--- src/rtl/lsu_ctrl_pkg.sv ---
// lsu_ctrl_pkg: shared size encodings, tracking-entry layout and misalignment rule
package lsu_ctrl_pkg;
  localparam int XLEN = 32;
  localparam int LANES = XLEN / 8;
  localparam logic [1:0] SZ_B = 2'd0;
  localparam logic [1:0] SZ_H = 2'd1;
  localparam logic [1:0] SZ_W = 2'd2;
  typedef struct packed {
    logic [1:0] off;
    logic [1:0] size;
    logic       usign;
    logic       read;
    logic       misalgn;
  } lsu_entry_t;
  localparam int ENTRY_W = $bits(lsu_entry_t);
  function automatic logic is_misalgn(input logic [1:0] size, input logic [1:0] off);
    return (size == SZ_H && off[0]) || (size[1] && off != 2'b00);
  endfunction
endpackage

--- src/rtl/lsu_ctrl_if.sv ---
// lsu_ctrl_if: AGU command, memory cmd/rsp and write-back channels of the LSU
interface lsu_ctrl_if #(parameter int ADDR_SIZE = 32);
  import lsu_ctrl_pkg::*;
  logic                 agu_icb_cmd_valid;
  logic                 agu_icb_cmd_ready;
  logic [ADDR_SIZE-1:0] agu_icb_cmd_addr;
  logic                 agu_icb_cmd_read;
  logic [XLEN-1:0]      agu_icb_cmd_wdata;
  logic [1:0]           agu_icb_cmd_size;
  logic                 agu_icb_cmd_usign;
  logic                 mem_cmd_valid;
  logic                 mem_cmd_ready;
  logic [ADDR_SIZE-1:0] mem_cmd_addr;
  logic                 mem_cmd_read;
  logic [XLEN-1:0]      mem_cmd_wdata;
  logic [LANES-1:0]     mem_cmd_wmask;
  logic                 mem_rsp_valid;
  logic                 mem_rsp_ready;
  logic [XLEN-1:0]      mem_rsp_rdata;
  logic                 mem_rsp_err;
  logic                 lsu_o_valid;
  logic                 lsu_o_ready;
  logic [XLEN-1:0]      lsu_o_wbck_wdat;
  logic                 lsu_o_cmt_ld;
  logic                 lsu_o_cmt_st;
  logic                 lsu_o_err;
  modport slave (
    input  agu_icb_cmd_valid, agu_icb_cmd_addr, agu_icb_cmd_read, agu_icb_cmd_wdata,
           agu_icb_cmd_size, agu_icb_cmd_usign, mem_cmd_ready, mem_rsp_valid,
           mem_rsp_rdata, mem_rsp_err, lsu_o_ready,
    output agu_icb_cmd_ready, mem_cmd_valid, mem_cmd_addr, mem_cmd_read, mem_cmd_wdata,
           mem_cmd_wmask, mem_rsp_ready, lsu_o_valid, lsu_o_wbck_wdat, lsu_o_cmt_ld,
           lsu_o_cmt_st, lsu_o_err
  );
  modport master (
    output agu_icb_cmd_valid, agu_icb_cmd_addr, agu_icb_cmd_read, agu_icb_cmd_wdata,
           agu_icb_cmd_size, agu_icb_cmd_usign, mem_cmd_ready, mem_rsp_valid,
           mem_rsp_rdata, mem_rsp_err, lsu_o_ready,
    input  agu_icb_cmd_ready, mem_cmd_valid, mem_cmd_addr, mem_cmd_read, mem_cmd_wdata,
           mem_cmd_wmask, mem_rsp_ready, lsu_o_valid, lsu_o_wbck_wdat, lsu_o_cmt_ld,
           lsu_o_cmt_st, lsu_o_err
  );
endinterface

--- src/rtl/lsu_outs_fifo.sv ---
// lsu_outs_fifo: in-order tracking FIFO for outstanding LSU requests
module lsu_outs_fifo #(
  parameter int W = 7,
  parameter int D = 2
) (
  input  logic         clk,
  input  logic         rst_n,
  input  logic         push_i,
  input  logic         pop_i,
  input  logic [W-1:0] din_i,
  output logic [W-1:0] dout_o,
  output logic         full_o,
  output logic         empty_o
);
  localparam int PW = D > 1 ? $clog2(D) : 1;
  localparam int CW = $clog2(D + 1);
  logic [W-1:0]  mem_q [D];
  logic [PW-1:0] wr_ptr_q, wr_ptr_d, rd_ptr_q, rd_ptr_d;
  logic [CW-1:0] cnt_q, cnt_d;
  logic          do_push, do_pop;
  function automatic logic [PW-1:0] nxt(input logic [PW-1:0] p);
    return p == PW'(D - 1) ? '0 : p + 1'b1;
  endfunction
  assign full_o   = cnt_q == CW'(D);
  assign empty_o  = cnt_q == '0;
  assign do_push  = push_i & !full_o;
  assign do_pop   = pop_i & !empty_o;
  assign dout_o   = mem_q[rd_ptr_q];
  assign wr_ptr_d = do_push ? nxt(wr_ptr_q) : wr_ptr_q;
  assign rd_ptr_d = do_pop ? nxt(rd_ptr_q) : rd_ptr_q;
  assign cnt_d    = cnt_q + CW'(do_push) - CW'(do_pop);
  // pointer and occupancy state
  always_ff @(posedge clk or negedge rst_n)
    if (!rst_n) begin
      wr_ptr_q <= '0;
      rd_ptr_q <= '0;
      cnt_q    <= '0;
    end else begin
      wr_ptr_q <= wr_ptr_d;
      rd_ptr_q <= rd_ptr_d;
      cnt_q    <= cnt_d;
    end
  // entry storage; unreset because the head is only used while non-empty
  always_ff @(posedge clk)
    if (do_push) mem_q[wr_ptr_q] <= din_i;
endmodule

--- src/rtl/lsu_ctrl.sv ---
// lsu_ctrl: pipelined load/store unit between the AGU and the data-memory bus
module lsu_ctrl
  import lsu_ctrl_pkg::*;
#(
  parameter int ADDR_SIZE  = 32,
  parameter int OUTS_DEPTH = 2
) (
  input logic       clk,
  input logic       rst_n,
  lsu_ctrl_if.slave bus
);
  logic [1:0]      off, sz;
  logic            mis, full, empty, push, pop, sgn;
  lsu_entry_t      ent, head;
  logic [XLEN-1:0] d, ld_data;
  assign off  = bus.agu_icb_cmd_addr[1:0];
  assign sz   = bus.agu_icb_cmd_size;
  assign mis  = is_misalgn(sz, off);
  assign bus.agu_icb_cmd_ready = !full & (mis | bus.mem_cmd_ready);
  assign bus.mem_cmd_valid     = bus.agu_icb_cmd_valid & !mis & !full;
  assign bus.mem_cmd_addr      = {bus.agu_icb_cmd_addr[ADDR_SIZE-1:2], 2'b00};
  assign bus.mem_cmd_read      = bus.agu_icb_cmd_read;
  assign bus.mem_cmd_wmask     = bus.agu_icb_cmd_read ? '0 :
                                 sz == SZ_B ? 4'b0001 << off :
                                 sz == SZ_H ? 4'b0011 << off : 4'b1111;
  assign bus.mem_cmd_wdata     = sz == SZ_B ? {4{bus.agu_icb_cmd_wdata[7:0]}} :
                                 sz == SZ_H ? {2{bus.agu_icb_cmd_wdata[15:0]}} :
                                 bus.agu_icb_cmd_wdata;
  assign push = bus.agu_icb_cmd_valid & bus.agu_icb_cmd_ready;
  assign ent  = '{off: off, size: sz, usign: bus.agu_icb_cmd_usign,
                  read: bus.agu_icb_cmd_read, misalgn: mis};
  lsu_outs_fifo #(.W(ENTRY_W), .D(OUTS_DEPTH)) u_fifo (
    .clk    (clk),
    .rst_n  (rst_n),
    .push_i (push),
    .pop_i  (pop),
    .din_i  (ent),
    .dout_o (head),
    .full_o (full),
    .empty_o(empty)
  );
  assign d       = bus.mem_rsp_rdata >> {head.off, 3'b000};
  assign sgn     = !head.usign & (head.size == SZ_B ? d[7] : d[15]);
  assign ld_data = head.size == SZ_B ? {{24{sgn}}, d[7:0]} :
                   head.size == SZ_H ? {{16{sgn}}, d[15:0]} : d;
  assign bus.lsu_o_valid     = !empty & (head.misalgn | bus.mem_rsp_valid);
  assign bus.mem_rsp_ready   = !empty & !head.misalgn & bus.lsu_o_ready;
  assign pop                 = bus.lsu_o_valid & bus.lsu_o_ready;
  assign bus.lsu_o_err       = !empty & (head.misalgn | bus.mem_rsp_err);
  assign bus.lsu_o_cmt_ld    = !empty & head.read;
  assign bus.lsu_o_cmt_st    = !empty & !head.read;
  assign bus.lsu_o_wbck_wdat = (!empty & head.read & !bus.lsu_o_err) ? ld_data : '0;
endmodule

--- src/flat_wrapper.sv ---
// flat-port wrapper written by rule: the top's interface ports become plain ports
module lsu_ctrl_flat import lsu_ctrl_pkg::*;
#(
  parameter int ADDR_SIZE  = 32,
  parameter int OUTS_DEPTH = 2
)
  (clk, rst_n, bus_agu_icb_cmd_valid, bus_agu_icb_cmd_addr, bus_agu_icb_cmd_read, bus_agu_icb_cmd_wdata, bus_agu_icb_cmd_size, bus_agu_icb_cmd_usign, bus_mem_cmd_ready, bus_mem_rsp_valid, bus_mem_rsp_rdata, bus_mem_rsp_err, bus_lsu_o_ready, bus_agu_icb_cmd_ready, bus_mem_cmd_valid, bus_mem_cmd_addr, bus_mem_cmd_read, bus_mem_cmd_wdata, bus_mem_cmd_wmask, bus_mem_rsp_ready, bus_lsu_o_valid, bus_lsu_o_wbck_wdat, bus_lsu_o_cmt_ld, bus_lsu_o_cmt_st, bus_lsu_o_err);
  lsu_ctrl_if #(.ADDR_SIZE(ADDR_SIZE)) bus_i ();
  input logic clk;
  input logic rst_n;
  input wire logic [$bits(bus_i.agu_icb_cmd_valid)-1:0] bus_agu_icb_cmd_valid;
  input wire logic [$bits(bus_i.agu_icb_cmd_addr)-1:0] bus_agu_icb_cmd_addr;
  input wire logic [$bits(bus_i.agu_icb_cmd_read)-1:0] bus_agu_icb_cmd_read;
  input wire logic [$bits(bus_i.agu_icb_cmd_wdata)-1:0] bus_agu_icb_cmd_wdata;
  input wire logic [$bits(bus_i.agu_icb_cmd_size)-1:0] bus_agu_icb_cmd_size;
  input wire logic [$bits(bus_i.agu_icb_cmd_usign)-1:0] bus_agu_icb_cmd_usign;
  input wire logic [$bits(bus_i.mem_cmd_ready)-1:0] bus_mem_cmd_ready;
  input wire logic [$bits(bus_i.mem_rsp_valid)-1:0] bus_mem_rsp_valid;
  input wire logic [$bits(bus_i.mem_rsp_rdata)-1:0] bus_mem_rsp_rdata;
  input wire logic [$bits(bus_i.mem_rsp_err)-1:0] bus_mem_rsp_err;
  input wire logic [$bits(bus_i.lsu_o_ready)-1:0] bus_lsu_o_ready;
  output wire logic [$bits(bus_i.agu_icb_cmd_ready)-1:0] bus_agu_icb_cmd_ready;
  output wire logic [$bits(bus_i.mem_cmd_valid)-1:0] bus_mem_cmd_valid;
  output wire logic [$bits(bus_i.mem_cmd_addr)-1:0] bus_mem_cmd_addr;
  output wire logic [$bits(bus_i.mem_cmd_read)-1:0] bus_mem_cmd_read;
  output wire logic [$bits(bus_i.mem_cmd_wdata)-1:0] bus_mem_cmd_wdata;
  output wire logic [$bits(bus_i.mem_cmd_wmask)-1:0] bus_mem_cmd_wmask;
  output wire logic [$bits(bus_i.mem_rsp_ready)-1:0] bus_mem_rsp_ready;
  output wire logic [$bits(bus_i.lsu_o_valid)-1:0] bus_lsu_o_valid;
  output wire logic [$bits(bus_i.lsu_o_wbck_wdat)-1:0] bus_lsu_o_wbck_wdat;
  output wire logic [$bits(bus_i.lsu_o_cmt_ld)-1:0] bus_lsu_o_cmt_ld;
  output wire logic [$bits(bus_i.lsu_o_cmt_st)-1:0] bus_lsu_o_cmt_st;
  output wire logic [$bits(bus_i.lsu_o_err)-1:0] bus_lsu_o_err;
  assign bus_i.agu_icb_cmd_valid = bus_agu_icb_cmd_valid;
  assign bus_i.agu_icb_cmd_addr = bus_agu_icb_cmd_addr;
  assign bus_i.agu_icb_cmd_read = bus_agu_icb_cmd_read;
  assign bus_i.agu_icb_cmd_wdata = bus_agu_icb_cmd_wdata;
  assign bus_i.agu_icb_cmd_size = bus_agu_icb_cmd_size;
  assign bus_i.agu_icb_cmd_usign = bus_agu_icb_cmd_usign;
  assign bus_i.mem_cmd_ready = bus_mem_cmd_ready;
  assign bus_i.mem_rsp_valid = bus_mem_rsp_valid;
  assign bus_i.mem_rsp_rdata = bus_mem_rsp_rdata;
  assign bus_i.mem_rsp_err = bus_mem_rsp_err;
  assign bus_i.lsu_o_ready = bus_lsu_o_ready;
  assign bus_agu_icb_cmd_ready = bus_i.agu_icb_cmd_ready;
  assign bus_mem_cmd_valid = bus_i.mem_cmd_valid;
  assign bus_mem_cmd_addr = bus_i.mem_cmd_addr;
  assign bus_mem_cmd_read = bus_i.mem_cmd_read;
  assign bus_mem_cmd_wdata = bus_i.mem_cmd_wdata;
  assign bus_mem_cmd_wmask = bus_i.mem_cmd_wmask;
  assign bus_mem_rsp_ready = bus_i.mem_rsp_ready;
  assign bus_lsu_o_valid = bus_i.lsu_o_valid;
  assign bus_lsu_o_wbck_wdat = bus_i.lsu_o_wbck_wdat;
  assign bus_lsu_o_cmt_ld = bus_i.lsu_o_cmt_ld;
  assign bus_lsu_o_cmt_st = bus_i.lsu_o_cmt_st;
  assign bus_lsu_o_err = bus_i.lsu_o_err;
  lsu_ctrl #(.ADDR_SIZE(ADDR_SIZE), .OUTS_DEPTH(OUTS_DEPTH)) u_core (.clk(clk), .rst_n(rst_n), .bus(bus_i));
endmodule
--- config.mk ---
export PLATFORM = sky130hd
export DESIGN_NAME = lsu_ctrl_flat
export DESIGN_NICKNAME = d
export VERILOG_FILES = /design/src/rtl/lsu_ctrl_pkg.sv /design/src/rtl/lsu_ctrl_if.sv /design/src/rtl/lsu_outs_fifo.sv /design/src/rtl/lsu_ctrl.sv /design/src/flat_wrapper.sv
export SDC_FILE = /design/constraint.sdc
export NUM_CORES = 1
export LEC_CHECK = 0
export BUFFER_PORTS_ARGS = -buffer_cell sky130_fd_sc_hd__buf_2
export CORE_UTILIZATION = 35
export CTS_CLUSTER_DIAMETER = 30
export DETAILED_ROUTE_END_ITERATION = 12
export PLACE_DENSITY = 0.85
export SETUP_SLACK_MARGIN = 0.05
export SLEW_MARGIN = 20
export SYNTH_ARGS = -nofsm -noshare
export SYNTH_HDL_FRONTEND = slang
export SYNTH_SLANG_ARGS = --single-unit
--- constraint.sdc ---
create_clock -name clk -period 2.25 [get_ports clk]
set_input_delay 0.3375 -clock clk [delete_from_list [all_inputs] [get_ports clk]]
set_output_delay 0.3375 -clock clk [all_outputs]
set_load 0.02 [all_outputs]
==> Implementation_results.wiki <==
{| class="wikitable"
! Metric !! Value
|-
| Run status || finished with violations
|-
| Violations in the final reports || negative setup slack
|-
| Routed wire length || 10.4 mm
|-
| Class of the most critical hold timing path || input pin to flop
|-
| Logic depth of the worst register-to-register path || 9
|-
| Data required, critical path || roughly 1900 ps
|-
| Launch instance of the worst register-to-register path || u_core.u_fifo.rd_ptr_q
|-
| Power density over the cells || 931 mW/mm²
|-
| Post-route worst hold slack || 271 ps
|-
| Min-Delay Endpoint || u_core.u_fifo.mem_q[1][2]
|-
| Die height || approximately 85 µm
|-
| Routed Antenna Nets || 0
|-
| Detailed Routing Iterations Pass 1 || 4
|-
| Terminus of the critical flop-to-flop path || u_core.u_fifo.cnt_q[1]
|-
| Dominant cell type by count on the critical path || buf_4
|-
| Leakage || 0.00188 µW
|-
| Clock skew || between 0.8 and 0.9 ps
|-
| Root buf cell || clkbuf_8
|-
| Max_slew headroom || between 50% and 60%
|-
| Part of the cycle the worst path needs || 119%
|-
| Hold Vio Cnt, Final || 0
|-
| Arrival time reported for the critical path endpoint || approximately 2300 ps
|-
| # Max-Cap Violations || 0
|-
| DRC violations left || 0
|-
| Clock sink count || 18
|-
| Post-detailed-route via-to-cell ratio || between 5 and 6
|-
| Top cell family by delay on the critical path || compound AO/OA/AOI/OAI gates
|-
| CP Max Fanout || 9
|-
| Share of cells above drive strength 1 || 69.3%
|-
| Largest stage delay on the critical path || 490 ps
|-
| Setup repair after global routing missed its margin || true
|-
| Number of antenna violations at the first check in global routing || 0
|-
| Worst Max-Slew Pin Slew || 607 ps
|-
| Reg-to-reg slack, setup || 180 ps
|-
| Post-synth EDFFs || 14
|-
| DP Wirelength || 6.53 mm
|-
| Final GP Congestion || around 0.91
|-
| Latest clock arrival within the worst-skew pair || 250 ps
|-
| Critical Path Sink Type || output pin
|-
| Flip-flop and latch count after synthesis || 18
|-
| Initial Util || 37.1%
|-
| Final max-slew violation count || 0
|-
| IR drop worst, VDD || 0.353 mV
|-
| Number of buffer and inverter stages on the critical path || 4
|-
| Critical-path cell with the highest stage delay || dfrtp_2
|-
| Fmax || 374 MHz
|-
| Violation count after the first detailed-route iteration || between 80 and 90
|-
| Final min period || 2670 ps
|-
| Die boundary width || 85.0 µm
|-
| P&R area growth vs syn || 66.8%
|-
| Count of buffers from port buffering || approximately 150
|-
| Post-Synthesis Cell Area || 0.00241 mm²
|-
| Most common flop cell mapped by yosys || edfxtp_1
|-
| Average cell area after synthesis || 8.38 µm²
|-
| Clock tree from TritonCTS || yes
|-
| Number of warnings reported in the yosys synthesis log || 0
|-
| GRT Util Overall || 24.6%
|-
| Cells along the critical path || buf_12 -> buf_4 -> o32ai_2 -> buf_4 -> nand2_1 -> nor2_1 -> a21bo_4 -> buf_6
|-
| Via count || 2953
|-
| H-tree Lvls || 1
|-
| Antenna fix cells || 0
|-
| Total global routing overflow || 0
|-
| Floorplan Core Area || approximately 0.0065 mm²
|-
| Pin count of the biggest net entering global routing || 23
|-
| Critical Setup Path Class || flop to output pin
|-
| Fillers || 505
|-
| First-pass GRT wire length || 14.0 mm
|-
| Final setup slack of the worst path || -421 ps
|-
| Die area || between 0.007 and 0.008 mm²
|-
| Routed WL per cell || around 20 µm
|-
| Startpoint type of the worst setup path || flop
|-
| Clock-pin transition on the worst setup and hold timing paths || 60 ps
|-
| Max Buffers Root-to-Sink || 2
|-
| Distinct cell type count of the synthesized netlist || 48
|-
| Total CTS buffers || 3
|-
| Site row count || 29
|-
| Total setup violations reported at the end of the flow || 32
|-
| Tot Pwr || 3750 µW
|-
| I/O pin count || around 220
|-
| Number of global-route vias before repair || 2835
|-
| Total number of cells along the worst setup path || 8
|-
| Hold Path Cell Cnt || 1
|-
| Number of nets at the end of the flow || between 500 and 600
|-
| Post-synthesis instance total || 288
|-
| Fraction of registers with async set or reset after synthesis || 22.2%
|-
| Proportion of synthesized chip area in sequential cells || about 22%
|-
| Startpoint of the tightest hold check path || bus_agu_icb_cmd_usign
|}
-- flip-flops by register name, summed over array words and instances (netlist names) --
signal and count:
u_core.u_fifo.wr_ptr_q 1, u_core.u_fifo.mem_q 14, u_core.u_fifo.cnt_q 2, u_core.u_fifo.rd_ptr_q 1
-- timing repair --
action | 4_1_cts | 5_1_grt
endpoints found under the hold margin | 4 | 0
cloned | 3 | 2
setup endpoints to repair | 32 | 32
buffers inserted | 10 | 4
gates resized for setup | 100 | 44
hold buffers | 1 | 0
pin swaps | 15 | 13
-- report_power, final --
part / switching, µW / internal [µW] / total [µW]
clock: 97.9 / 126 / 224
combinational: 1510 / 1470 / 2980
sequential: 88.4 / 458 / 546
total: 1700 / 2050 / 3750
-- cell usage after synthesis (all sizes together), types with 7 or more instances --
master | n | share of area [%]
mux2 | 29 | 14
nor2 | 38 | 6.0
nand2 | 22 | 3.4
a221oi | 7 | 2.5
o21ai | 9 | 1.9
a21oi | 14 | 2.9
clkbuf | 9 | 1.4
mux2i | 22 | 9.6
edfxtp | 14 | 17
buf | 47 | 14
-- placed cells by master (no fill, tap or decap), drive strengths merged, types with 2 or more instances in the layout --
cell type	netlist	layout
buf	47	197
nor2	38	38
mux2	29	29
nand2	22	22
mux2i	22	22
edfxtp	14	14
a21oi	14	14
o21ai	9	9
a221oi	7	7
inv	6	6
ha	6	6
or2	6	6
clkbuf	9	6
nor2b	6	6
o21a	5	5
a211oi	5	5
nand2b	4	4
o31ai	4	4
dfrtp	4	4
o32ai	3	3
xnor2	3	3
o32a	2	2
a21bo	2	2
conb	1	2
nor3	2	2
-- worst max path at each step --
stage / startpoint / to / slack [ps]
detailed placement: u_core.u_fifo.rd_ptr_q / bus_lsu_o_wbck_wdat[29] / -90
floorplan: u_core.u_fifo.rd_ptr_q / bus_lsu_o_wbck_wdat[0] / 30
CTS: u_core.u_fifo.rd_ptr_q / bus_lsu_o_wbck_wdat[29] / -320
global route: u_core.u_fifo.rd_ptr_q / bus_lsu_o_wbck_wdat[25] / -470
global placement: u_core.u_fifo.rd_ptr_q / bus_lsu_o_wbck_wdat[29] / -40
finish: u_core.u_fifo.rd_ptr_q / bus_lsu_o_wbck_wdat[25] / -420
-- metal layers --
metal	vias up	track usage (%)	share of wire (%)
li1	1299	-	-
met3	53	6.42	9.4
met1	1385	23.1	33
met5	-	0	0
met4	0	12.5	5.5
met2	216	48.5	52
-- through the flow --
step                      utilization [%]  instance area (µm²)  instances  setup TNS [ps]  setup WS (ps)
after floorplan                         -                 2470        289               0           32.9
after global placement               49.1                 3190        492            -127          -40.3
after detailed placement             49.1                 3190        492            -748          -86.0
after CTS                            58.6                 3810        510           -5890           -321
after global routing                 61.9                 4020        514          -10720           -475
final                                61.9                 4020        514           -8190           -421
-- cells by family after synthesis --
family	after synthesis	share of synthesized area [%]
other	1	0.155
AND/OR/NAND/NOR	86	16.7
flip-flops	18	21.6
AO/OA/AOI/OAI	60	17.4
XOR/XNOR	4	1.45
buffers and inverters	62	16.2
adder cells (fa/ha/maj)	6	3.11
multiplexers	51	23.3
-- final cells by class --
cell class / instances / area, µm² / share of cell area (%)
Multi-Input combinational cell: 209 / 1970 / 49.0
Clock buffer: 4 / 45.0 / 1.12
Inverter: 6 / 22.5 / 0.560
Timing Repair Buffer: 200 / 1370 / 33.9
Sequential cell: 18 / 522 / 13.0
Tap cell: 77 / 96.3 / 2.40
Note: power is estimated with default switching activity, not from simulation.
